[config.mk]
export PLATFORM = sky130hd
export DESIGN_NAME = park_timer_bank_flat
export DESIGN_NICKNAME = d
export VERILOG_FILES = /design/src/rtl/park_timer_bank_if.sv /design/src/rtl/park_timer_bank.sv /design/src/flat_wrapper.sv
export SDC_FILE = /design/constraint.sdc
export NUM_CORES = 1
export LEC_CHECK = 0
export CELL_PAD_IN_SITES_DETAIL_PLACEMENT = 0
export CELL_PAD_IN_SITES_GLOBAL_PLACEMENT = 1
export CORE_ASPECT_RATIO = 0.75
export CORE_MARGIN = 2
export CORE_UTILIZATION = 41
export DETAILED_ROUTE_END_ITERATION = 8
export PLACE_DENSITY_LB_ADDON = 0.3
export SLEW_MARGIN = 10
export SYNTH_ARGS = -nofsm -noshare
export SYNTH_HDL_FRONTEND = slang
export SYNTH_SLANG_ARGS = --single-unit
[constraint.sdc]
create_clock -name clk -period 5.6 [get_ports clk]
set_input_delay 0.56 -clock clk [delete_from_list [all_inputs] [get_ports clk]]
set_output_delay 0.56 -clock clk [all_outputs]
set_load 0.05 [all_outputs]
[src/rtl/park_timer_bank_if.sv]
// Command and status bundle for the parking-bay timer bank.
// The master drives the per-channel commands; the slave returns the registered channel status.
interface park_timer_bank_if #(
    parameter int CH    = 4,
    parameter int WIDTH = 10
);
    logic [CH-1:0]       start;
    logic [CH-1:0]       stop;
    logic [CH-1:0]       clear;
    logic [CH*WIDTH-1:0] count;
    logic [CH-1:0]       running;
    logic [CH-1:0]       expired;
    logic [CH-1:0]       wrap_pulse;

    modport master (
        output start, stop, clear,
        input  count, running, expired, wrap_pulse
    );

    modport slave (
        input  start, stop, clear,
        output count, running, expired, wrap_pulse
    );
endinterface

[src/rtl/park_timer_bank.sv]
// Bank of CH independent bay timers sharing a prescaled tick; one IDLE/RUN/PAUSED FSM per bay.
// Commands take effect on the next edge and every output is a flop; there is no backpressure.
module park_timer_bank #(
    parameter int CH        = 4,
    parameter int WIDTH     = 10,
    parameter int MAX_COUNT = 999,
    parameter int TIMEOUT   = 900,
    parameter int PRESCALE  = 1,
    parameter int WRAP      = 1
) (
    input logic              clk,
    input logic              reset,
    park_timer_bank_if.slave bus
);
    localparam int PW = (PRESCALE > 1) ? $clog2(PRESCALE) : 1;

    typedef enum logic [1:0] {IDLE, RUN, PAUSED} state_t;

    logic [PW-1:0]    pre_q;
    logic             tick;

    state_t           state_q [CH];
    state_t           state_d [CH];
    logic [WIDTH-1:0] cnt_q   [CH];
    logic [WIDTH-1:0] cnt_d   [CH];
    logic [CH-1:0]    exp_q, exp_d;
    logic [CH-1:0]    wrap_q, wrap_d;
    logic [CH-1:0]    run_q, run_d;
    logic [CH-1:0]    adv;

    assign tick = (pre_q == PW'(PRESCALE - 1));

    always_ff @(posedge clk) begin
        if (reset) begin
            pre_q <= '0;
        end else begin
            pre_q <= tick ? '0 : pre_q + PW'(1);
        end
    end

    always_ff @(posedge clk) begin
        if (reset) begin
            for (int i = 0; i < CH; i++) begin
                state_q[i] <= IDLE;
                cnt_q[i]   <= '0;
            end
            exp_q  <= '0;
            wrap_q <= '0;
            run_q  <= '0;
        end else begin
            for (int i = 0; i < CH; i++) begin
                state_q[i] <= state_d[i];
                cnt_q[i]   <= cnt_d[i];
            end
            exp_q  <= exp_d;
            wrap_q <= wrap_d;
            run_q  <= run_d;
        end
    end

    always_comb begin
        adv    = '0;
        exp_d  = exp_q;
        wrap_d = '0;
        run_d  = '0;
        for (int i = 0; i < CH; i++) begin
            state_d[i] = state_q[i];
            cnt_d[i]   = cnt_q[i];

            // Priority clear > start > stop. A start while already running is a no-op,
            // but an asserted stop still blocks that cycle's increment.
            if (bus.clear[i]) begin
                state_d[i] = IDLE;
                cnt_d[i]   = '0;
                exp_d[i]   = 1'b0;
            end else if (bus.start[i]) begin
                case (state_q[i])
                    IDLE: begin
                        state_d[i] = RUN;
                        cnt_d[i]   = '0;
                        exp_d[i]   = 1'b0;
                    end
                    PAUSED:  state_d[i] = RUN;
                    default: adv[i] = tick & ~bus.stop[i];
                endcase
            end else if (bus.stop[i]) begin
                if (state_q[i] == RUN) begin
                    state_d[i] = PAUSED;
                end
            end else begin
                adv[i] = tick && (state_q[i] == RUN);
            end

            if (adv[i] && !(cnt_q[i] == WIDTH'(MAX_COUNT) && WRAP == 0)) begin
                if (cnt_q[i] == WIDTH'(MAX_COUNT)) begin
                    cnt_d[i]  = '0;
                    wrap_d[i] = 1'b1;
                end else begin
                    cnt_d[i] = cnt_q[i] + WIDTH'(1);
                end
                if (cnt_d[i] == WIDTH'(TIMEOUT)) begin
                    exp_d[i] = 1'b1;
                end
            end

            run_d[i] = (state_d[i] == RUN);
        end
    end

    for (genvar g = 0; g < CH; g++) begin : g_count
        assign bus.count[g*WIDTH +: WIDTH] = cnt_q[g];
    end

    assign bus.running    = run_q;
    assign bus.expired    = exp_q;
    assign bus.wrap_pulse = wrap_q;
endmodule

[src/flat_wrapper.sv]
// flat-port wrapper written by rule: the top's interface ports become plain ports
module park_timer_bank_flat 
#(
    parameter int CH        = 4,
    parameter int WIDTH     = 10,
    parameter int MAX_COUNT = 999,
    parameter int TIMEOUT   = 900,
    parameter int PRESCALE  = 1,
    parameter int WRAP      = 1
)
  (clk, reset, bus_start, bus_stop, bus_clear, bus_count, bus_running, bus_expired, bus_wrap_pulse);
  park_timer_bank_if #(.CH(CH), .WIDTH(WIDTH)) bus_i ();
  input logic clk;
  input logic reset;
  input wire logic [$bits(bus_i.start)-1:0] bus_start;
  input wire logic [$bits(bus_i.stop)-1:0] bus_stop;
  input wire logic [$bits(bus_i.clear)-1:0] bus_clear;
  output wire logic [$bits(bus_i.count)-1:0] bus_count;
  output wire logic [$bits(bus_i.running)-1:0] bus_running;
  output wire logic [$bits(bus_i.expired)-1:0] bus_expired;
  output wire logic [$bits(bus_i.wrap_pulse)-1:0] bus_wrap_pulse;
  assign bus_i.start = bus_start;
  assign bus_i.stop = bus_stop;
  assign bus_i.clear = bus_clear;
  assign bus_count = bus_i.count;
  assign bus_running = bus_i.running;
  assign bus_expired = bus_i.expired;
  assign bus_wrap_pulse = bus_i.wrap_pulse;
  park_timer_bank #(.CH(CH), .WIDTH(WIDTH), .MAX_COUNT(MAX_COUNT), .TIMEOUT(TIMEOUT), .PRESCALE(PRESCALE), .WRAP(WRAP)) u_core (.clk(clk), .reset(reset), .bus(bus_i));
endmodule
## After elaboration in Yosys (flattened, before gate mapping)

Memories as Yosys holds them, arrays and structs flattened.
Index checks and enable logic that the tools add are counted.

- Register bits: 13
- Memory bits (writable): 48
- Bits of input ports: 14
- Output and inout port bits: 52
- Logic and storage cells: 167
- Memories kept: 2

- Add/subtract/negate cells: 5
- Equal/unequal tests: 20
- Multiplexer cells: 95
- Bitwise gates (word level): 21
- Reductions and logical operators: 17

Memory list:

| name | depth | width | read ports | clocked after memory_dff | write ports | RTL line | RTL |
|---|---|---|---|---|---|---|---|
| u_core.cnt_q | 4 | 10 | 4 | 0 | 4 | park_timer_bank.sv:24 | `logic [WIDTH-1:0] cnt_q [CH];` |
| u_core.state_q | 4 | 2 | 4 | 0 | 4 | park_timer_bank.sv:22 | `state_t state_q [CH];` |

Operators with widths:

| kind | count |
|---|---|
| 10-bit two-way mux | 28 |
| 10-bit == test, second input constant | 8 |
| 2-bit two-way mux | 24 |
| 1-bit two-way mux | 43 |
| 10-bit by 1-bit adder with 10-bit output, second input constant | 4 |
| 2-bit OR reduction | 9 |
| 2-bit by 1-bit == test with 1-bit output, second input constant | 8 |
| 1-bit NOT | 9 |
| 2-bit == test, second input constant | 4 |
| 2-bit logical NOT | 4 |
| 1-bit bitwise OR | 8 |
| 1-bit bitwise AND | 4 |
| 1-bit logical AND | 4 |
| 1-bit adder, second input constant | 1 |

## Longest topological paths before layout

- Depth after elaboration: 9
- Mapped depth: 8

## Worst setup path after synthesis

Ideal clock, no wire load.

- Path type: reg-to-reg
- Start point: memory u_core.cnt_q[3][0]
- End point: register u_core.exp_q[3], in the netlist u_core.bus.expired[3]
- Setup time: 87 ps
- Arrival: 2,216 ps
- Required time: 5,513 ps
- Slack: 3,297 ps
- Cell stages (with the launch flop): 7
- Cells stage by stage: dfxtp_1 -> ha_1 -> clkbuf_1 -> nand4_1 -> or3_1 -> a311o_1 -> o31ai_1

RTL lines:

| what | RTL line | RTL |
|---|---|---|
| from (decl) | park_timer_bank.sv:24 |  |
| to (signal assigned) | park_timer_bank.sv:55 | `exp_q <= exp_d;` |
| to (decl) | park_timer_bank.sv:26 | `logic [CH-1:0] exp_q, exp_d;` |

==> flow_summary.ini <==
[outcome]
run_status = completed

[place]
gp_congestion = 0.818
dp_hpwl_um = 5870
pre_cts_ws_ns = 2.63
dp_cells = 570
post_dp_cell_area_um2 = 4010
port_buffers = 65

[logic_synthesis]
synth_top_flop_cell = dfxtp_1
ys_ff_latch = 61
syn_nets = 445
netlist_instances = 427
syn_area_per_cell_um2 = 7.84
ys_types = 60
yosys_warnings = 0
yosysSeqAreaShare_pct = 36.5
synthesis.area_um2 = 3350
synthArstFlopShare_pct = 0
yosysTopAreaCellShare_pct = 36.5
yosys-top-cells-area = dfxtp_1 36%, nand2_1 4.1%, nand3_1 4.0%
synth_top_area_cell = dfxtp_1
synth_edf_count = 0

[sta]
finalCritPeriodShare_pct = 46.8
timing.fmax_mhz = 382
setup_viol = 0
final.setup.worst_slack_ns = 2.98
drv_slew = 0
tns_ns = 0
hold_violations = 0
rsz0062_at_grt = false
period_needed_ns = 2.62
maxSlewHeadroom_pct = 41.5
whs_ns = 0.474
tightest_slew_ns = 0.871
fin_skew_ns = 0.0111

[floorplan]
start_util_pct = 42.3
io_pins = 66
placementRows = 28
die_y_um = 82.2
core-area_um2 = 7920
dieArea_um2 = 8910
die_w_um = 108

[worst_setup_path]
arrival_ns = 2.88
critPathCaptureType = flop
path_class = primary input to flop
required_ns = 5.86
start_kind = primary input
worst-path-max-fanout = 19

[clocking]
cts.hold.buffers_added = 0
cts_resized = 0
cts-root-buf = clkbuf_8
clk_latency_ns = 0.34
cts_tree = yes
clock_sinks = 61
cts_setup_buffers = 0
cts_buffers = 9
cts_max_path_buffers = 2
h-tree-depth = 3
clk_pin_slew_worst_paths_ns = 0.07

[power]
power_uw = 818
leakage_nw = 1.36
power_density_nw_per_um2 = 196
vdd_drop_max_mv = 0.0965

[route]
vias_per_cell = 5.59
wirelength_um = 8280
wire_per_inst_um = 14.1
drc = 0
postRouteAntennaNets = 0
drt_iter0_markers = 198
num_vias = 3278
dr.pass1.iters = 4

[global_routing]
grt_max_degree = 20
grt_remaining_overflow = 0
grt_use_total_pct = 19.6
antenna_found_initial = 0
grt_pass1_vias = 2827
grt_pass1_wl_um = 13900

[layout]
fin_cells = 586
fin_nets = 494
design_area_um2 = 4170
diodes = 0
layout-drive-gt1-share_pct = 4.37
fin_util_pct = 52.7
area_growth_pct = 24.6

[hold_path]
hold_class = flop to flop

[flow_run]
timing.max_cap.violations = 0
-- layout make-up --
cell class                 count  area (um^2)
clock buffer                  11          131
clock inverter                 5         27.5
fill                         783         3750
inverter                      11         41.3
multi-input combinational    326         1950
sequential                    61         1220
tap                          105          131
timing repair buffer          67          666
-- kinds of logic (layout without fill, tap and decap cells) --
| group | Yosys count | count (layout) | share of synthesized area, % |
|---|---|---|---|
| AOI/OAI and AO/OA | 106 | 106 | 20.2 |
| xor gates and xnor gates | 12 | 12 | 3.14 |
| adders and majority gates | 4 | 4 | 1.50 |
| buffers and inverters | 40 | 94 | 5.16 |
| DFF | 61 | 61 | 36.5 |
| muxes | 3 | 3 | 0.935 |
| other | 1 | 1 | 0.112 |
| and+or+nand+nor | 200 | 200 | 32.4 |
-- cell usage after synthesis (7+ instances only) --
master     n
nor2b_1    7
a311oi_1   7
and3_1    14
dfxtp_1   61
nand2b_1  11
clkbuf_1  19
o31ai_1    7
o21ai_0   27
nor2_1    31
a31oi_1   11
nor3_1    27
a21oi_1   24
inv_1     11
nand3_1   27
nand4_1    9
nand2_1   37
-- final timing paths --
check                         from                    end  slack (ns)  cells past startpoint
min reg2reg  u_core.bus.expired[1]  u_core.bus.expired[1]        0.47                      2
min          u_core.bus.expired[1]  u_core.bus.expired[1]        0.47                      2
max                          reset     u_core.cnt_q[2][3]        2.98                      5
max reg2reg     u_core.cnt_q[2][0]     u_core.cnt_q[2][8]        3.46                      5
-- critical path, stage by stage --
cell	delay (ns)
clkdlybuf4s50_1	0.76
nor2_1	0.37
or4b_1	0.60
or2_1	0.34
o31ai_1	0.24
-- report_power, final --
part,internal [mW],switching (mW)
sequential,0.437,0.00422
clock,0.158,0.169
combinational,0.0198,0.0298
-- layer usage --
metal  part of all wire [%]  up-vias  global-route usage [%]
met5                      0        -                       0
met2                     43       83                    29.9
met4                   0.33        0                    3.85
li1                       -     1676                       -
met1                     52     1517                    27.4
met3                    4.8        2                    6.04
-- registers in the layout, indices dropped and copies added (netlist names) --
signal	cells
u_core.bus.expired	4
u_core.state_q	8
u_core.bus.wrap_pulse	4
u_core.bus.running	4
u_core.pre_q	1
u_core.cnt_q	40
-- cell usage in the layout (no fill, tap or decap), types with 3 or more instances in the layout --
cell	instances
clkdlybuf4s50_1	65
dfxtp_1	61
nand2_1	37
nor2_1	31
nor3_1	27
o21ai_0	27
nand3_1	27
a21oi_1	24
and3_1	14
inv_1	11
nand2b_1	11
a31oi_1	11
nand4_1	9
clkbuf_8	9
o31ai_1	7
nor2b_1	7
a311oi_1	7
or3_1	6
xnor2_1	6
xor2_1	6
a22oi_1	6
nor3b_1	5
nor4_1	4
o211ai_1	4
ha_1	4
clkinv_2	4
a22o_1	3
(Power assumes the default switching activity.)
